### config.mk
export PLATFORM = sky130hd
export DESIGN_NAME = hdmi_controller_tmds_period_sequencer
export DESIGN_NICKNAME = d
export VERILOG_FILES = /design/src/rtl/hdmi_controller_tmds_period_sequencer.sv
export SDC_FILE = /design/constraint.sdc
export NUM_CORES = 1
export LEC_CHECK = 0
export ABC_CLOCK_PERIOD_IN_PS = 4970
export CORE_MARGIN = 2
export CORE_UTILIZATION = 61
export CTS_CLUSTER_DIAMETER = 60
export DETAILED_ROUTE_END_ITERATION = 6
export GPL_TIMING_DRIVEN = 0
export PLACE_DENSITY = 0.82
export SETUP_SLACK_MARGIN = 0.15
export SYNTH_ARGS = -nofsm -noshare
export SYNTH_HDL_FRONTEND = slang
export SYNTH_SLANG_ARGS = --single-unit
### constraint.sdc
create_clock -name pixel_clk -period 4.97 [get_ports pixel_clk]
set_input_delay 1.2425 -clock pixel_clk [delete_from_list [all_inputs] [get_ports pixel_clk]]
set_output_delay 1.2425 -clock pixel_clk [all_outputs]
set_load 0.03 [all_outputs]
### src/rtl/hdmi_controller_tmds_period_sequencer.sv
// TMDS period sequencer: builds the three TMDS channel words and the clock
// lane word each pixel clock. Video is delayed 10 cycles so the live DE can
// look ahead and schedule the preamble and leading guard band.
module hdmi_controller_tmds_period_sequencer #(
    parameter int unsigned HDMI_MODE = 1,
    parameter int unsigned MIN_CTRL  = 12
) (
    input  logic              pixel_clk,
    input  logic              rest,
    input  logic              hsync_in,
    input  logic              vsync_in,
    input  logic              de_in,
    input  logic [2:0][9:0]   video_in,
    output logic [3:0][9:0]   data,
    output logic              video_active,
    output logic              preamble_skip
);

    localparam logic [9:0] TOK_00     = 10'b1101010100;
    localparam logic [9:0] TOK_01     = 10'b0010101011;
    localparam logic [9:0] TOK_10     = 10'b0101010100;
    localparam logic [9:0] TOK_11     = 10'b1010101011;
    localparam logic [9:0] GUARD_CH02 = 10'b1011001100;
    localparam logic [9:0] GUARD_CH1  = 10'b0100110011;
    localparam logic [9:0] CLK_WORD   = 10'b0000011111;
    localparam logic       HDMI_EN    = (HDMI_MODE != 0);
    localparam logic [3:0] MIN_CTRL_C = 4'(MIN_CTRL);

    typedef enum logic [1:0] {
        S_CTRL,
        S_PRE,
        S_GUARD,
        S_VIDEO
    } state_t;

    function automatic logic [9:0] ctrl_token(input logic c1, input logic c0);
        logic [9:0] tok;
        case ({c1, c0})
            2'b00:   tok = TOK_00;
            2'b01:   tok = TOK_01;
            2'b10:   tok = TOK_10;
            default: tok = TOK_11;
        endcase
        return tok;
    endfunction

    // Delay line: index 0 is the youngest stage, index 9 the oldest.
    logic [9:0]           dly_h_q, dly_h_d;
    logic [9:0]           dly_v_q, dly_v_d;
    logic [9:0]           dly_de_q, dly_de_d;
    logic [9:0][2:0][9:0] dly_vid_q, dly_vid_d;

    logic [3:0]           ctrl_cnt_q, ctrl_cnt_d;
    state_t               state_q, state_d;
    logic [2:0]           phase_q, phase_d;
    logic [2:0][9:0]      lane_q, lane_d;
    logic                 video_active_q, video_active_d;
    logic                 skip_q, skip_d;

    logic                 de_rise;
    logic                 rise_legal;

    // Stage 0 of the DE delay line doubles as the previous-cycle DE for rise detection.
    assign de_rise    = de_in & ~dly_de_q[0];
    assign rise_legal = HDMI_EN & (ctrl_cnt_q >= MIN_CTRL_C);

    // Shift the sync/DE/video stream and track consecutive DE-low cycles.
    always_comb begin
        dly_h_d   = {dly_h_q[8:0], hsync_in};
        dly_v_d   = {dly_v_q[8:0], vsync_in};
        dly_de_d  = {dly_de_q[8:0], de_in};
        dly_vid_d = {dly_vid_q[8:0], video_in};
        if (de_in) begin
            ctrl_cnt_d = '0;
        end else if (ctrl_cnt_q == 4'd15) begin
            ctrl_cnt_d = ctrl_cnt_q;
        end else begin
            ctrl_cnt_d = ctrl_cnt_q + 4'd1;
        end
    end

    // Period FSM: state_q always describes the words currently on data.
    always_comb begin
        state_d = state_q;
        phase_d = phase_q;
        skip_d  = 1'b0;
        case (state_q)
            S_CTRL: begin
                if (de_rise) begin
                    if (rise_legal) begin
                        state_d = S_PRE;
                        phase_d = '0;
                    end else begin
                        skip_d = HDMI_EN;
                    end
                end
            end
            S_PRE: begin
                skip_d = de_rise;
                if (phase_q == 3'd7) begin
                    state_d = S_GUARD;
                    phase_d = '0;
                end else begin
                    phase_d = phase_q + 3'd1;
                end
            end
            S_GUARD: begin
                skip_d = de_rise;
                if (phase_q == 3'd1) begin
                    state_d = S_VIDEO;
                    phase_d = '0;
                end else begin
                    phase_d = phase_q + 3'd1;
                end
            end
            S_VIDEO: begin
                skip_d = de_rise;
                if (!dly_de_q[9]) begin
                    state_d = S_CTRL;
                end
            end
            default: begin
                state_d = S_CTRL;
                phase_d = '0;
            end
        endcase
    end

    // Lane word selection is driven from the next state so the registered
    // words and the registered state describe the same output cycle.
    always_comb begin
        video_active_d = dly_de_q[9];
        lane_d[0]      = ctrl_token(dly_v_q[9], dly_h_q[9]);
        lane_d[1]      = TOK_00;
        lane_d[2]      = TOK_00;
        case (state_d)
            S_PRE: begin
                lane_d[1] = TOK_01;
            end
            S_GUARD: begin
                lane_d[0] = GUARD_CH02;
                lane_d[1] = GUARD_CH1;
                lane_d[2] = GUARD_CH02;
            end
            default: begin
                if (dly_de_q[9]) begin
                    lane_d = dly_vid_q[9];
                end
            end
        endcase
    end

    // State, delay line and output registers with synchronous reset.
    always_ff @(posedge pixel_clk) begin
        if (rest) begin
            dly_h_q        <= '0;
            dly_v_q        <= '0;
            dly_de_q       <= '0;
            dly_vid_q      <= '0;
            ctrl_cnt_q     <= '0;
            state_q        <= S_CTRL;
            phase_q        <= '0;
            lane_q         <= {TOK_00, TOK_00, TOK_00};
            video_active_q <= 1'b0;
            skip_q         <= 1'b0;
        end else begin
            dly_h_q        <= dly_h_d;
            dly_v_q        <= dly_v_d;
            dly_de_q       <= dly_de_d;
            dly_vid_q      <= dly_vid_d;
            ctrl_cnt_q     <= ctrl_cnt_d;
            state_q        <= state_d;
            phase_q        <= phase_d;
            lane_q         <= lane_d;
            video_active_q <= video_active_d;
            skip_q         <= skip_d;
        end
    end

    assign data          = {CLK_WORD, lane_q};
    assign video_active  = video_active_q;
    assign preamble_skip = skip_q;

endmodule

Yosys cells after proc, flatten, opt, wreduce, memory -nomap -nowiden
Index checks and enable logic that the tools add are counted.
{"block": "totals", "register_bits": 371, "out_inout_bits": 42}
{"block": "classes", "n_addsub": 2, "magnitude_cmp": 1, "eq_ne": 12, "n_mux": 19, "n_bitwise": 2, "n_reduce_logical": 6}
{"cell": "$pmux W10 S2", "count": 3}
{"cell": "$mux W30", "count": 1}
{"cell": "$pmux W10 S3", "count": 1}
{"cell": "$mux W3", "count": 4}
{"cell": "$mux W2", "count": 5}
{"cell": "$pmux W3 S3", "count": 1}
{"cell": "$eq A2 B2 Y1 const B", "count": 4}
{"cell": "$pmux W2 S4", "count": 1}
{"cell": "$eq A2 B1 Y1 const B", "count": 3}
{"cell": "$add A4 B1 Y4 const B", "count": 1}
{"cell": "$eq A4 B4 Y1 const B", "count": 1}
{"cell": "$ge A4 B4 Y1 const B", "count": 1}
{"cell": "$logic_not A2 Y1", "count": 2}
{"cell": "$ne A2 B2 Y1 const B", "count": 2}
{"cell": "$add A3 B1 Y3 const B", "count": 1}
{"cell": "$eq A3 B1 Y1 const B", "count": 1}
{"cell": "$eq A3 B3 Y1 const B", "count": 1}
{"cell": "$reduce_and A3 Y1", "count": 1}
{"cell": "$reduce_bool A3 Y1", "count": 1}
{"cell": "$reduce_or A3 Y1", "count": 1}
{"cell": "$mux W1", "count": 2}
{"cell": "$pmux W1 S2", "count": 1}
{"cell": "$reduce_or A2 Y1", "count": 1}
{"cell": "$and A1 B1 Y1", "count": 1}
{"cell": "$not A1 Y1", "count": 1}

Depth between registers and ports, before layout
{"block": "logic_depth", "word_depth": 6, "depth_mapped": 11, "depth_no_buf": 9}

Least setup slack after synthesis
No wires, ideal clock.
{"block": "synth_path", "path_type": "input port to flip-flop", "startpoint": "in de_in", "endpoint": "reg lane_q, in the netlist data[22]", "setup_ns": 0.127, "t_arrival_ns": 2.599, "required_time_ns": 4.843, "slack_ns": 2.244, "stages": 7, "n_path_buf": 1, "path_cell_list": "and4b_4 -> a211oi_2 -> a21o_1 -> ha_1 -> buf_2 -> nand2_1 -> or3_1"}
{"block": "synth_via", "elab_chain_cells": 5}
{"element": "start: declaration", "line": "12", "text": "input logic de_in,"}
{"element": "$and A1 B1 Y1 (*)", "line": "64", "text": "assign de_rise = de_in & ~dly_de_q[0];"}
{"element": "$mux W2 (*)", "line": "89", "text": "if (de_rise) begin"}
{"element": "$pmux W2 S4 (*)", "line": "87", "text": "case (state_q)"}
{"element": "$eq A2 B2 Y1 / $eq A2 B1 Y1 (equally long branches)", "line": "136", "text": "case (state_d)"}
{"element": "$pmux W10 S2 (*)", "line": "136"}
{"element": "end signal: assignment", "line": "163", "text": "lane_q <= {TOK_00, TOK_00, TOK_00};"}
{"element": "end signal: assignment", "line": "174", "text": "lane_q <= lane_d;"}
{"element": "end: declaration", "line": "56", "text": "logic [2:0][9:0] lane_q, lane_d;"}
Every way passes the cells marked *; elsewhere a longest branch is shown, timed or not.
A chain may end at the register's enable or synchronous reset.

Final worst setup path
{"block": "layout_path", "startpoint": "in de_in", "endpoint": "reg lane_q, in the netlist data[26]"}
The elaborated chain is that of the path after synthesis.

==> reports/metrics.cfg <==
[grt]
antenna_found_initial = 0
grt_pass1_wl_um = 22800
grt-ovfl-total = 0
grt_pass1_vias = 4981
grt_max_degree = 17
grt_usage = 0.155

[setup_path]
crit_arrival_ns = 3.55
worstSetupEndpointType = flop
worstSetupPathType = primary input to flop
crit_fanout = 10
crit_required_ns = 5.40
worst_setup_path_start_kind = primary input

[drt]
drc = 0
dr.pass1.iters = 5
antenna_left = 0
totalWireLength_um = 13900
drtIter0Drc = 162
viasPerCell = 4.40
via_count = 5491
wl_per_cell_um = 11.2

[logic_synthesis]
synthMuxAreaShare = 0.000938
synthTopCellsByCount = dfxtp_1 (371), nor2b_1 (337), clkbuf_1 (34), a21oi_1 (17), nand2_1 (17)
yosys.area.top_type = dfxtp_1
synth_adder_area_share = 0.0164
synth-edff-count = 0
synth_compound_area_frac = 0.0334
ys.flop_type = dfxtp_1
synthXorXnorAreaFrac = 0.000821
synthSimpleGateAreaFrac = 0.222
ys_warn_count = 0
synth_top_family_by_area = simple AND/OR/NAND/NOR gates
synth_cell_types = 42
syn_inst = 897
synth.area.top_cells = dfxtp_1 (70%), nor2b_1 (20%), ha_1 (1.6%)
synth-async-reset-ratio = 0
synth_top_area_share = 0.696
syn_avg_cell_area_um2 = 11.9
synth_area_um2 = 10700
yosysMostFrequentCell = dfxtp_1
ys_seq_elements = 371
ys_seq_area_frac = 0.696

[clock_network]
post-cts-setup-buffers = 0
cts.sinks = 371
holdBufCountCts = 0
cts-root-buf = clkbuf_16
htree_levels = 1
insertion_delay_ns = 0.55
cts_tree = built
clk_path_buf_depth = 3
cts-buffers-inserted = 31
path_clk_slew_ns = 0.06
ctsResizeCount = 0

[layout]
fin_nets = 1052
diodes = 0
fin_cells = 1248
area_delta_synth_final_pct = 18.7
drive_above_1_share = 0.0802

[timing]
tightest_slew_ns = 0.641
fmax_mhz = 321
fin_crit_sh = 0.628
rsz0062_at_grt = false
clock_skew_ns = 0.00878
drv_slew = 0
fin_crit_ns = 3.12
slew_headroom = 0.573
final_hold_viol_count = 0
setup_viol = 0
fin_tns_setup_ns = 0

[floorplanning]
dieHeight_um = 136
dieArea_um2 = 18600
rows = 48
io_pins = 77
die_w_um = 136
start_util = 0.621
coreArea_um2 = 17200

[run]
drv_cap = 0

[power_and_ir_drop]
p_comb_frac = 0.044
p_switching_w = 0.00114
p_leak_nw = 5.07
p_int_w = 0.00452
switching_share = 0.201
seqPwrFrac = 0.538
power_density_nw_per_um2 = 447
p_clk_frac = 0.418
peakVddDrop_mv = 0.302

[status]
status = complete, no violations

[placement]
placed_cells = 1195
place_congestion = 0.921
numPortBuffers = 65
dp_hpwl_um = 9250

[worst_hold_path]
hold_path_class = flop to flop

==> power groups by stage <==
stage / combinational, W / clock, W / sequential (W)
detailed placement: 0.000250 / 0 / 0.00311
global route: 0.000274 / 0.00254 / 0.00305
CTS: 0.000251 / 0.00241 / 0.00305
floorplan: 0.000127 / 0 / 0.00314
global placement: 0.000242 / 0 / 0.00311
finish: 0.000248 / 0.00237 / 0.00305
==> per-stage QoR <==
step | instance area [um2] | total power, W | setup WS, ns | util | hold WS, ns
floorplan | 10700 | 0.00327 | 2.24 | - | 0.391
global placement | 11600 | 0.00335 | 1.35 | 0.677 | 0.416
detailed placement | 11600 | 0.00336 | 1.34 | 0.677 | 0.417
CTS | 12700 | 0.00571 | 1.89 | 0.737 | 0.431
global route | 12700 | 0.00587 | 1.69 | 0.737 | 0.441
finish | 12700 | 0.00566 | 1.85 | 0.737 | 0.432
==> worst max-delay path: stages <==
cell and delay, ns:
clkdlybuf4s50_1 0.62, and4b_4 0.31, a211oi_2 0.10, a21o_1 0.17, ha_1 0.34, buf_2 0.23, nand2_1 0.19, or3_1 0.34
==> per-layer routing <==
| metal | GRT usage | part of all wire |
|---|---|---|
| met3 | 0.0324 | 0.047 |
| met2 | 0.293 | 0.54 |
| met1 | 0.168 | 0.40 |
| met5 | 0 | 0 |
| met4 | 0.0579 | 0.022 |
==> worst paths after layout <==
check	end	slack [ns]	cells past startpoint	startpoint
setup / recovery	data[26]	1.85	8	de_in
setup reg to reg	data[26]	2.34	10	state_q[0]
hold / removal	dly_vid_d[135]	0.43	1	dly_vid_d[105]
hold reg to reg	dly_vid_d[135]	0.43	1	dly_vid_d[105]
==> flip-flops by register name, indices dropped and copies added, names as in the netlist <==
name           flops
ctrl_cnt_q         4
data              30
dly_de_q          10
dly_h_q           10
dly_v_q           10
dly_vid_d        270
dly_vid_q         30
phase_q            3
preamble_skip      1
state_q            2
video_active       1
==> cells by family (layout without fill, tap and decap cells) <==
logic type | count (synthesis) | count (layout)
adders and majority gates | 14 | 14
and+or+nand+nor | 388 | 388
muxes | 1 | 1
AOI/OAI and AO/OA | 54 | 54
buffers and inverters | 66 | 184
other | 2 | 10
DFF | 371 | 371
xor gates and xnor gates | 1 | 1
==> cells in the final DEF, fill, tap and decap left out, types with 2 or more instances in the layout <==
master	synthesis	final
a211oi_1	3	3
a21o_1	2	2
a21oi_1	17	17
a22oi_1	2	2
a31oi_1	3	3
and2_1	3	3
and3_1	3	3
buf_2	11	11
buf_4	11	11
bufinv_16	0	3
clkbuf_1	34	36
clkbuf_16	0	31
clkbuf_8	0	6
clkdlybuf4s50_1	0	65
clkinv_2	0	8
conb_1	2	10
dfxtp_1	371	371
ha_1	14	14
inv_1	9	9
nand2_1	17	17
nand3_1	3	3
nor2_1	11	11
nor2b_1	337	337
nor3_1	2	2
o2111ai_1	3	3
o21ai_0	12	12
o22ai_1	3	3
o41ai_2	2	2
or2_2	2	2
or3_1	3	3
==> cell type report <==
class	instances	area (um2)
well taps	225	282
clock buffers	39	866
inverters	9	33.8
multi-input cells	468	2960
flip-flops and latches	371	7430
clock inverters	14	166
plain buffers	57	280
repair buffers	65	651
fillers	1146	4510
Note: power is estimated with default switching activity, not from simulation.
